## src/rtl/ifu_fetch.sv

```systemverilog
// ifu_fetch: instruction fetch stage, one outstanding imem request, PC redirect,
// halt gating and a sticky misaligned-redirect error.
module ifu_fetch #(
  parameter int XLEN = 32,
  parameter logic [XLEN-1:0] RESET_PC = 32'h8000_0000
) (
  input  logic            clk,
  input  logic            rst,
  output logic            imem_req_valid,
  output logic [XLEN-1:0] imem_req_addr,
  input  logic            imem_req_ready,
  input  logic            imem_resp_valid,
  input  logic [31:0]     imem_resp_data,
  output logic            inst_valid,
  output logic [31:0]     inst,
  output logic [XLEN-1:0] inst_pc,
  input  logic            inst_ready,
  input  logic            redirect_valid,
  input  logic [XLEN-1:0] redirect_pc,
  input  logic            halt_req,
  output logic            fetch_err
);
  typedef enum logic [1:0] {S_REQ, S_WAIT, S_HOLD, S_ERR} state_e;
  state_e state_q, state_d;
  logic [XLEN-1:0] pc_q, pc_d, inst_pc_q, inst_pc_d;
  logic [31:0] inst_q, inst_d;
  logic drop_q, drop_d;
  logic hs, mis, inflight;
  assign imem_req_valid = state_q == S_REQ && !halt_req;
  assign imem_req_addr  = pc_q;
  assign inst_valid     = state_q == S_HOLD;
  assign fetch_err      = state_q == S_ERR;
  assign inst           = inst_q;
  assign inst_pc        = inst_pc_q;
  assign hs             = imem_req_valid && imem_req_ready;
  assign mis            = |redirect_pc[1:0];
  // an old-PC request is still outstanding after this cycle
  assign inflight       = hs || (state_q == S_WAIT && !imem_resp_valid);
  always_comb begin
    state_d   = state_q;
    pc_d      = pc_q;
    drop_d    = drop_q;
    inst_d    = inst_q;
    inst_pc_d = inst_pc_q;
    case (state_q)
      S_REQ:  state_d = hs ? S_WAIT : S_REQ;
      S_WAIT: if (imem_resp_valid) begin
        state_d   = drop_q ? S_REQ : S_HOLD;
        drop_d    = 1'b0;
        inst_d    = drop_q ? inst_q : imem_resp_data;
        inst_pc_d = drop_q ? inst_pc_q : pc_q;
      end
      S_HOLD: if (inst_ready) begin
        pc_d    = pc_q + XLEN'(4);
        state_d = S_REQ;
      end
      default: ;
    endcase
    // redirect overrides every other event except the sticky error
    if (redirect_valid && state_q != S_ERR) begin
      inst_d    = inst_q;
      inst_pc_d = inst_pc_q;
      pc_d      = mis ? pc_q : redirect_pc;
      state_d   = mis ? S_ERR : (inflight ? S_WAIT : S_REQ);
      drop_d    = !mis && inflight;
    end
  end
  always_ff @(posedge clk) begin
    if (rst) begin
      state_q   <= S_REQ;
      pc_q      <= RESET_PC;
      drop_q    <= 1'b0;
      inst_q    <= 32'h0000_0013;
      inst_pc_q <= RESET_PC;
    end else begin
      state_q   <= state_d;
      pc_q      <= pc_d;
      drop_q    <= drop_d;
      inst_q    <= inst_d;
      inst_pc_q <= inst_pc_d;
    end
  end
endmodule
```

## config.mk

```make
export PLATFORM = sky130hd
export DESIGN_NAME = ifu_fetch
export DESIGN_NICKNAME = d
export VERILOG_FILES = /design/src/rtl/ifu_fetch.sv
export SDC_FILE = /design/constraint.sdc
export NUM_CORES = 1
export LEC_CHECK = 0
export ABC_CLOCK_PERIOD_IN_PS = 3100
export CORE_ASPECT_RATIO = 0.6
export CORE_MARGIN = 5
export CORE_UTILIZATION = 48
export CTS_CLUSTER_DIAMETER = 100
export DETAILED_ROUTE_END_ITERATION = 16
export GPL_TIMING_DRIVEN = 0
export PLACE_DENSITY = 0.86
export SLEW_MARGIN = 20
export SYNTH_ARGS = -nofsm -noshare
export SYNTH_HDL_FRONTEND = slang
export SYNTH_SLANG_ARGS = --single-unit
```

## constraint.sdc

```tcl
create_clock -name clk -period 3.1 [get_ports clk]
set_input_delay 0.775 -clock clk [delete_from_list [all_inputs] [get_ports clk]]
set_output_delay 0.775 -clock clk [all_outputs]
set_load 0.005 [all_outputs]
```

* Word level (Yosys, flattened, before mapping)
Cells that the tools add are included.
Operators by class: $add $sub $neg 1, eq/ne operators 7, mux-type cells 15, bitwise operators 2, reduce and logical (&&, ||, !) cells 20
Operator list (count):
- 32-bit two-way mux | 4
- 32-bit by 3-bit adder with 32-bit output, second input constant | 1
- 2-bit two-way mux | 5
- 2-bit nonzero test | 4
- 2-bit case mux with 3 select lines | 1
- 3-bit AND reduction | 2
- 1-bit logical AND | 5
- 1-bit two-way mux | 5
- 2-bit equality test, second input constant | 2
- 2-bit != test, second input constant | 2
- 4-bit AND reduction | 1
- 4-bit nonzero test | 1
- 1-bit logical NOT | 3
- 3-bit by 1-bit != test with 1-bit output, second input constant | 1
- 3-bit by 2-bit != test with 1-bit output, second input constant | 1
- 2-bit by 1-bit equality test with 1-bit output, second input constant | 1
- 2-bit logical NOT | 1
- 1-bit NOT | 2
- 2-bit AND reduction | 1
- 2-bit OR reduction | 1
- 1-bit logical OR | 1
Storage, ports and cells: register bits after elaboration 99, input bits 71, output and inout bits 99

* Depth between registers and ports, before layout
depth in word-level cells 7, mapped depth 8, depth with buffers taken out 7

* Least setup slack after synthesis
No wires, ideal clock.
kind input port to flip-flop, start in redirect_pc[0], end reg pc_q[17], in the netlist imem_req_addr[17], setup time 0.074 ns, arrival time 1.983 ns, data required time 3.026 ns, slack 1.043 ns, stages 5, path buffers 0, cell sequence or4b_4 o21ai_4 nand4_1 or3_1 a31oi_1
On the way: cells in the longest elaborated chain, start to end 3
RTL lines:
- start: declaration | line 19 | input logic [XLEN-1:0] redirect_pc,
- 2-bit OR reduction | line 36 | assign mis = |redirect_pc[1:0];
- 2-bit != test (no source line)
- 3-bit AND reduction (no source line)
- end signal: assignment | line 77 | pc_q <= pc_d;
- end: declaration | line 25 | logic [XLEN-1:0] pc_q, pc_d, inst_pc_q, inst_pc_d;
Every way passes these cells. A chain may end at the register's enable or synchronous reset.

* Worst setup path after layout
start in redirect_valid, end reg pc_q[29], in the netlist imem_req_addr[29]
On the way: cells in the longest elaborated chain, start to end 3
RTL lines:
- start: declaration | line 18 | input logic redirect_valid,
- 1-bit logical AND * | line 60 | if (redirect_valid && state_q != S_ERR) begin
- 2-bit != test (no source line) or 2-bit nonzero test (tied branches)
- 3-bit AND reduction (no source line)
Mark *: on every way between the ends. The rest lies on a longest branch, timed or not.

==> flow_summary.yaml <==
min_path:
  min_path_type: "reg2reg"
yosys:
  ys_async_sr_fraction: 0
  synth_cell_types: 54
  syn_inst: 573
  ys.flop_type: "dfxtp_1"
  synth.ff_latch_count: 99
  synth_edf_count: 0
  synth_top_area_share: 0.4454
  synth_area_leaders: "dfxtp_1, nand2_1, a21oi_1"
  postSynthAreaPerCell_um2: 7.765
  synth_seq_area_share: 0.4454
  synth_warnings: 0
  synth_nets: 649
  netlist_area_um2: 4449
  yosys.area.top_type: "dfxtp_1"
floorplan:
  die_w_um: 134.3
  ioPinCount: 170
  fp-row-count: 27
  die_y_um: 84.58
  die_area_um2: 11360
  core-area_um2: 9121
  start_util: 0.4878
sta:
  rsz0062_at_grt: "false"
  worst_pin_slew_ns: 1.023
  setup_viol: 0
  whs_ns: 0.4530
  report.final.slew_viol_count: 0
  final.setup.tns_ns: 0
  fin_crit_ns: 2.844
  fmax_mhz: 351.7
  hold_viol: 0
  maxSlewHeadroom: 0.3141
  finClkSkew_ns: 0.006204
  fin_crit_sh: 0.9173
placed_design:
  place_area_um2: 6286
  place.gp.congestion: 0.9297
  post-dp-hpwl_mm: 12.26
  io_buffers: 169
power_and_ir_drop:
  p_per_area_nw_per_um2: 446.8
  p_leak_uw: 0.002187
  irDropWorstVdd_mv: 0.3197
final_layout:
  final_core_utilization: 0.7247
  final_common_cell: "nand2_1"
  nets: 829
  final_layout_size_suffix_gt1_frac: 0.04888
  multi_input_area_um2: 2283
  area_growth_pct: 48.57
  layout_common_cells: "nand2_1, clkdlybuf4s50_1, dfxtp_1, a21oi_1, clkbuf_1"
  seqCellArea_um2: 1982
  stdcell_area_um2: 6610
  fillers: 709
  diodes: 0
detailed_routing:
  drt_wl_total_mm: 16.17
  num_vias: 5112
  via_per_inst: 5.856
  met2WireLength_mm: 6.939
  m1WireLength_mm: 6.963
  dr.first_iter.drc_count: 511
  drc: 0
  wl_met3_mm: 2.012
  first_pass_iters: 5
  drtAntennaViolNets: 0
  highest_layer: "met4"
  wl_per_cell_um: 18.52
setup_path:
  worstPathRequired_ns: 3.37
  crit_fanout: 10
  crit_path_end_kind: "flop"
  worst-setup-path-type: "in2reg"
  crit_path_start_kind: "input port"
  worstPathArrival_ns: 3.11
grt:
  grt-ovfl-total: 0
  antenna_found_initial: 0
  grt_pass1_wl_mm: 25.74
  grt_usage: 0.2829
  grt_pass1_vias: 4877
  grt_max_degree: 17
cts:
  clock_sinks: 99
  root_buffer: "clkbuf_16"
  clkSlewWorstSetupHoldPaths_ns: 0.06
  htree_levels: 3
  cts_hold_buf: 0
  clockBufferDepth: 2
  post_cts_buffers: 0
  clock_latency_ns: 0.35
  cts_tree: "done"
  cts_resized: 0
  cts_buffers: 9
outcome:
  status: "finished clean"
run:
  drv_cap: 0
[stage by stage]
step           total power [uW]  setup WS [ns]  instances
2_1_floorplan              1522          1.043        573
3_3_place_gp               1737       -0.03204        858
3_5_place_dp               1748       -0.02682        858
4_1_cts                    2961         0.3256        873
5_1_grt                    3054         0.1085        873
6_report                   2953         0.2564        873
[registers in the layout, indices dropped and copies added (netlist names)]
name and flops:
inst 32, inst_pc 32, drop_q 1, state_q 2, imem_req_addr 32
[power by group]
| group | internal (uW) | total (uW) | switching [uW] |
|---|---|---|---|
| Clock | 731 | 1220 | 493 |
| Combinational | 196 | 386 | 190 |
| Sequential | 1300 | 1340 | 39.7 |
[final timing paths]
kind	startpoint	endpoint	slack (ns)	depth (start not counted)
worst max-delay path	redirect_valid	imem_req_addr[29]$_SDFFE_PP0P_	0.26	6
worst min-delay path	inst_pc[7]$_SDFFE_PP0P_	inst_pc[7]$_SDFFE_PP0P_	0.45	2
worst max register to register	state_q[0]$_SDFFE_PP0P_	inst_pc[1]$_SDFFE_PP0P_	0.41	6
worst min register to register	inst_pc[7]$_SDFFE_PP0P_	inst_pc[7]$_SDFFE_PP0P_	0.45	2
[kinds of logic after synthesis]
family | Yosys count | share of synthesized area
flops | 99 | 0.4454
xor+xnor | 2 | 0.003938
buf+inv | 45 | 0.04134
fa+ha+maj | 5 | 0.01406
mux | 11 | 0.02503
simple gates | 273 | 0.2868
compound gates | 138 | 0.1834
[synth_stat cells, drive strengths merged, types with 2 or more instances]
| cell | count |
|---|---|
| o31a | 2 |
| o211ai | 3 |
| dfxtp | 99 |
| o311ai | 2 |
| clkbuf | 33 |
| nand4 | 12 |
| nand2b | 4 |
| inv | 4 |
| and2 | 3 |
| or3 | 4 |
| mux2i | 10 |
| a22oi | 7 |
| nor2 | 16 |
| o31ai | 4 |
| nor3b | 3 |
| nor3 | 7 |
| o22ai | 4 |
| or4 | 2 |
| xnor2 | 2 |
| buf | 8 |
| a31oi | 4 |
| o41ai | 2 |
| o21ai | 14 |
| a21oi | 84 |
| nor4 | 13 |
| nand3b | 5 |
| a221oi | 5 |
| nand3 | 19 |
| ha | 5 |
| nand2 | 172 |
| a311oi | 2 |
| and3 | 2 |
| and4 | 4 |
| or2 | 2 |
[final cells by class]
cell class	instances	area share
buffer	41	0.02555
timing repair buffer	169	0.2559
tap	116	0.02196
multi-input combinational	429	0.3454
sequential	99	0.2998
clock buffer	10	0.03615
inverter	4	0.002271
clock inverter	5	0.01287
[worst max-delay path, stage by stage]
cell             delay, ns
clkdlybuf4s50_1       0.54
nor4b_1               0.69
buf_2                 0.44
buf_2                 0.34
a22oi_1               0.13
o22ai_1               0.18
[routing by layer]
metal | track usage | vias up
met1 | 0.3869 | 2376
met4 | 0.07948 | 0
met5 | 0 | -
li1 | - | 2371
met3 | 0.09162 | 30
met2 | 0.4303 | 335
Power figures use the tool's default switching activity.
